**config.mk**
```make
export PLATFORM = sky130hd
export DESIGN_NAME = abro_state_machine
export DESIGN_NICKNAME = d
export VERILOG_FILES = /design/src/rtl/abro_pkg.sv /design/src/rtl/abro_state_machine.sv
export SDC_FILE = /design/constraint.sdc
export NUM_CORES = 1
export LEC_CHECK = 0
export CAP_MARGIN = 15
export CORE_AREA = 5 5 42 44
export DETAILED_ROUTE_END_ITERATION = 10
export DIE_AREA = 0 0 47 49
export DONT_BUFFER_PORTS = 1
export GPL_ROUTABILITY_DRIVEN = 0
export HOLD_SLACK_MARGIN = 0.12
export PLACE_DENSITY = 0.3
export REMOVE_ABC_BUFFERS = 1
export SLEW_MARGIN = 5
export SYNTH_ARGS = -nofsm -noshare
export SYNTH_HDL_FRONTEND = slang
export SYNTH_SLANG_ARGS = --single-unit
```
**constraint.sdc**
```tcl
create_clock -name clk -period 0.91 [get_ports clk]
set_input_delay 0.1365 -clock clk [delete_from_list [all_inputs] [get_ports clk]]
set_output_delay 0.1365 -clock clk [all_outputs]
set_load 0.01 [all_outputs]
```
**src/rtl/abro_pkg.sv**
```systemverilog
// abro_pkg: shared definitions for the ABRO sequencing controller.
// Holds the 2-bit state type and its four fixed encodings.
// The encoding doubles as a {B seen, A seen} flag pair, which makes the
// debug state output readable directly on a waveform.
package abro_pkg;

  typedef enum logic [1:0] {
    IDLE  = 2'b00,
    GOT_A = 2'b01,
    GOT_B = 2'b10,
    DONE  = 2'b11
  } abro_state_t;

endpackage

```
**src/rtl/abro_state_machine.sv**
```systemverilog
// abro_state_machine: classic ABRO controller. Waits for events A and B
// (in either order or together), emits a single-cycle pulse on O, then
// stays silent until reset re-arms it.
//
// Ports:
//   clk    in   1  rising-edge clock
//   reset  in   1  asynchronous active-high reset (the R of ABRO)
//   A      in   1  event A, level-sampled each edge
//   B      in   1  event B, level-sampled each edge
//   O      out  1  registered pulse, high only in the first DONE cycle
//   state  out  2  current state register (debug)
//
// Build option: define ABRO_AUTO_REARM_EN to make DONE last one cycle and
// fall back to IDLE, so a new A/B pair can be detected without reset.
//
// state | meaning
// ------+-----------------------------------------
// IDLE  | no event seen
// GOT_A | A seen, waiting for B
// GOT_B | B seen, waiting for A
// DONE  | both seen, O already emitted
module abro_state_machine
  import abro_pkg::*;
(
  input  logic       clk,
  input  logic       reset,
  input  logic       A,
  input  logic       B,
  output logic       O,
  output logic [1:0] state
);

  abro_state_t r_state;
  abro_state_t w_next;
  logic        r_o;
  logic        w_o_next;

  always_comb begin
    w_next = IDLE;
    case (r_state)
      IDLE: begin
        if (A && B) w_next = DONE;
        else if (A) w_next = GOT_A;
        else if (B) w_next = GOT_B;
        else        w_next = IDLE;
      end
      GOT_A:   w_next = B ? DONE : GOT_A;
      GOT_B:   w_next = A ? DONE : GOT_B;
`ifdef ABRO_AUTO_REARM_EN
      DONE:    w_next = IDLE;
`else
      DONE:    w_next = DONE;
`endif
      // Unknown values (e.g. X after power-up glitches) recover to IDLE.
      default: w_next = IDLE;
    endcase
  end

  // O is registered alongside the state: high only on entry into DONE.
  assign w_o_next = (w_next == DONE) && (r_state != DONE);

  always_ff @(posedge clk or posedge reset) begin
    if (reset) begin
      r_state <= IDLE;
      r_o     <= 1'b0;
    end else begin
      r_state <= w_next;
      r_o     <= w_o_next;
    end
  end

  assign O     = r_o;
  assign state = r_state;

endmodule

```
---- After elaboration in Yosys (flattened, before gate mapping) ----
Cells that the tools add are included.
operators by class
  add/subtract/negate cells ............... 0
  multipliers ............................. 0
  divide/modulo/power cells ............... 0
  $lt $le $gt $ge ......................... 0
  eq/ne operators ......................... 5
  shifts and indexed selects .............. 0
  multiplexer cells ....................... 6
  bitwise gates (word level) .............. 0
  reductions and logical operators ........ 3
operators with widths
  kind                                                 number
  two-way mux 2 bit                                    4
  one-hot mux 2 bit (4 select lines)                   1
  equality test 2 bit, second input constant           3
  equality test 2 x 1 -> 1 bit, second input constant  1
  logical AND 1 bit                                    2
  zero test 2 bit                                      1
  inequality test 2 bit, second input constant         1
  two-way mux 1 bit                                    1
word-level totals
  register bits after elaboration ......... 3
  bits in latches ......................... 0
  bits in writable memories ............... 0
  memory bits (read-only) ................. 0
  bits of input ports ..................... 4
  logic and storage cells ................. 16
  memories kept ........................... 0

---- Depth between registers and ports, before layout ----
  depth after elaboration ................. 6
  depth in mapped cells ................... 2

---- Least setup slack after synthesis ----
OpenSTA, ideal clock, no wires.
  path kind ............................... reg2reg
  from .................................... register r_state[0], in the netlist state[0]
  to ...................................... register r_o, in the netlist O
  data arrival time ....................... 769 ps
  slack ................................... 22 ps
  cell stages (with the launch flop) ...... 3
  period minus slack after synthesis ...... 888 ps
  cell sequence ........................... dfrtp_1 -> or2_1 -> and3_1
on the way
  cells in the longest elaborated chain, start to end .. 4
ends and longest elaborated chain
  element                                            line                      text
  start, declared                                    abro_state_machine.sv:33  abro_state_t r_state;
  start signal, assigned                             abro_state_machine.sv:67  r_state <= w_next;
  equality test 2 bit, or another cell as far along  abro_state_machine.sv:40  case (r_state)
  one-hot mux 2 bit (4 select lines) (*)             abro_state_machine.sv:40
  net w_next[0]                                      abro_state_machine.sv:34  abro_state_t w_next;
  equality test 2 bit (*)                            abro_state_machine.sv:60  assign w_o_next = (w_next == DONE) && (r_state != DONE);
  logical AND 1 bit (*)                              abro_state_machine.sv:60
  net w_o_next                                       abro_state_machine.sv:36  logic w_o_next;
  end signal, assigned                               abro_state_machine.sv:68  r_o <= w_o_next;
  end, declared                                      abro_state_machine.sv:35  logic r_o;
Mark *: on every way through the listed nets, which the timed path passes. The rest lies on a longest branch.

---- Worst setup path in the final report ----
Ends and elaborated chain as after synthesis.

==> impl_metrics.csv <==
group,metric,value,unit
timing,skew,0.00437,ns
global_route,grt_pass1_wl,407,um
synthesis,synthTopCellsByCount,"dfrtp_1 (3), or2_1 (2), and3_1 (1), inv_1 (1), nand2_1 (1)",
synthesis,synth_fa_ha_area_share,0,%
synthesis,yosysWarnings,0,
cts,clock-sinks,3,
synthesis,synth_edf_count,0,
detailed_routing,num_vias,82,
power,peakVddDrop,163,uV
placed_design,dpl_worst_slack,0.0337,ns
setup_path,cp.arrival,1.00,ns
detailed_routing,vias_per_cell,2.56,
finish,area_growth_syn_to_layout,80.2,%
synthesis,syn_area,101,um2
cts,clk_pin_slew,0.04,ns
cts,clock-root-buffer,"clkbuf_4",
synthesis,netlist_instances,8,
setup_path,r2r_start,"state[0]",
synthesis,synth_mux_area_share,0,%
synthesis,avgSynthCellArea,12.7,um2
floorplanning,core.rowCount,14,
timing,finalSetupTns,0,ns
power,powerDensity,2040,nW/um2
synthesis,synth_top_cell_area_share,74.1,%
detailed_routing,ant_nets,0,
cts,cts_tree,"done",
finish,drive_gt1_share,33.3,%
synthesis,synth_compound_area_share,0,%
timing,maxSlewViolCount,0,
placed_design,dp_hpwl,246,um
min_path,whs_endpoint,"state[1]",
global_route,track_usage,3.66,%
synthesis,synth-seq-cells,3,
timing,setup_viol,0,
setup_path,cp_max_fo,2,
finish,finalNonFillerCells,32,
synthesis,postSynth.asyncResetShare,100,%
synthesis,synth_area_leader_cell,"dfrtp_1",
placed_design,dp_cells,26,
cts,clockBufferDepth,2,
detailed_routing,drt-pass1-iter-count,2,
min_path,min_from,"B",
cts,cts_setup_buffers,0,
floorplanning,start_util,7.23,%
floorplanning,dieArea,2300,um2
detailed_routing,routedWlPerCell,8.97,um
global_route,gr-total-overflow,0,
setup_path,reg2reg_depth,2,
synthesis,synth_area_leaders,"dfrtp_1 (74%), or2_1 (12%), and3_1 (6.2%)",
setup_path,worstSetupEndpointType,"flop",
synthesis,synth_simple_gate_area_share,22.2,%
floorplanning,pin_count,7,
detailed_routing,drc,0,
cts,htreeDepth,1,
cts,cts_buffers,3,
status,status,"finished, final reports clean",
placed_design,port_buffers,0,
power,power.total,0.372,mW
timing,max_freq,1120,MHz
synthesis,ys.flop_type,"dfrtp_1",
timing,worstMarginPinSlew,0.122,ns
detailed_routing,wirelength,287,um
cts,clock_latency,0.23,ns
floorplanning,die_x,47,um
global_route,first_global_vias,93,
floorplanning,die_h,49,um
synthesis,ys_seq_area_share,74.1,%
setup_path,worst_ep_required_time,1.02,ns
finish,finalCoreUtilization,13.0,%
synthesis,synth-xor-area-share,0,%
setup_path,cp-start-kind,"flop",
min_path,worst_hold_path_type,"in -> reg",
synthesis,synth_top_family_by_area,"simple AND/OR/NAND/NOR gates",
finish,fillers,170,
min_path,min_path_cells,1,
detailed_routing,drt-initial-drc-count,2,
power,p_leak,0.0836,nW
finish,fin_nets,20,
timing,fin_crit_sh,97.9,%
floorplanning,coreArea,1400,um2
timing,maxSlewHeadroom,91.8,%
timing,final.min_clock_period,0.891,ns
setup_path,rrSetupSlack,0.02,ns
cts,hold_buffers,1,
timing,rsz0062_at_grt,"true",
job,max-cap-violations,0,
global_route,antenna_found_initial,1,
setup_path,reg2reg_to,"O",
timing,worst_slack,0.0190,ns
timing,finalHoldViolations,0,
synthesis,synth_cell_type_count,5,
setup_path,critical_path_class,"reg -> reg",
synthesis,yosysMostFrequentCell,"dfrtp_1",
global_route,grt_max_degree,4,
==> repair_timing <==
item                       CTS  global route
setup endpoints to repair    0             2
hold endpoints to repair     5             2
gates resized for setup      0             2
==> routing by layer <==
| layer | routed length (um) | GRT usage [%] |
|---|---|---|
| met5 | 0 | 0 |
| met4 | 0 | 5.53 |
| met3 | 88 | 7.38 |
| met2 | 131 | 3.17 |
| met1 | 67 | 1.32 |
==> worst max path at each step <==
stage | cells after the start | startpoint | to
final | 2 | state[0] | O
after global routing | 1 | state[0] | state[0]
after CTS | 1 | state[0] | state[0]
after detailed placement | 2 | state[0] | O
after global placement | 2 | state[1] | O
after floorplan | 2 | state[0] | O
==> layout make-up <==
class | instances | area [um2] | share of cell area, %
timing repair buffer | 3 | 32.5 | 17.8
clock buffer | 4 | 26.3 | 14.4
sequential | 3 | 75.1 | 41.1
tap | 16 | 20.0 | 11.0
multi-input combinational | 4 | 22.5 | 12.3
inverter | 1 | 3.75 | 2.05
antenna | 1 | 2.50 | 1.37
==> layout by cell type (no fill, tap or decap) <==
master / count
diode_2: 1
clkbuf_1: 1
dfrtp_1: 3
nand2_1: 1
or2_1: 2
buf_6: 2
dlygate4sd3_1: 1
clkbuf_4: 3
inv_1: 1
and3_1: 1
==> flip-flops by register name, indices dropped and copies added (netlist names) <==
signal  cells
state       2
O           1
==> metrics by stage <==
stage	hold slack, ns	cell area (um2)
2_1_floorplan	-0.110	101
3_3_place_gp	-0.107	136
3_5_place_dp	-0.0949	136
4_1_cts	0.0168	173
5_1_grt	0.0228	183
6_report	0.0269	183
==> critical path, cell delays in order (launching register included) <==
cell and delay [ns]:
dfrtp_1 0.39, or2_1 0.22, and3_1 0.17
==> power by group <==
| group | switching, mW | internal (mW) | total, mW |
|---|---|---|---|
| combinational | 0.00302 | 0.00317 | 0.00619 |
| clock | 0.0673 | 0.164 | 0.232 |
| sequential | 0.000000000000000527 | 0.134 | 0.134 |
==> cells by family after synthesis <==
group         Yosys count
simple gates            4
buf+inv                 1
flops                   3
Note: power is estimated with default switching activity, not from simulation.
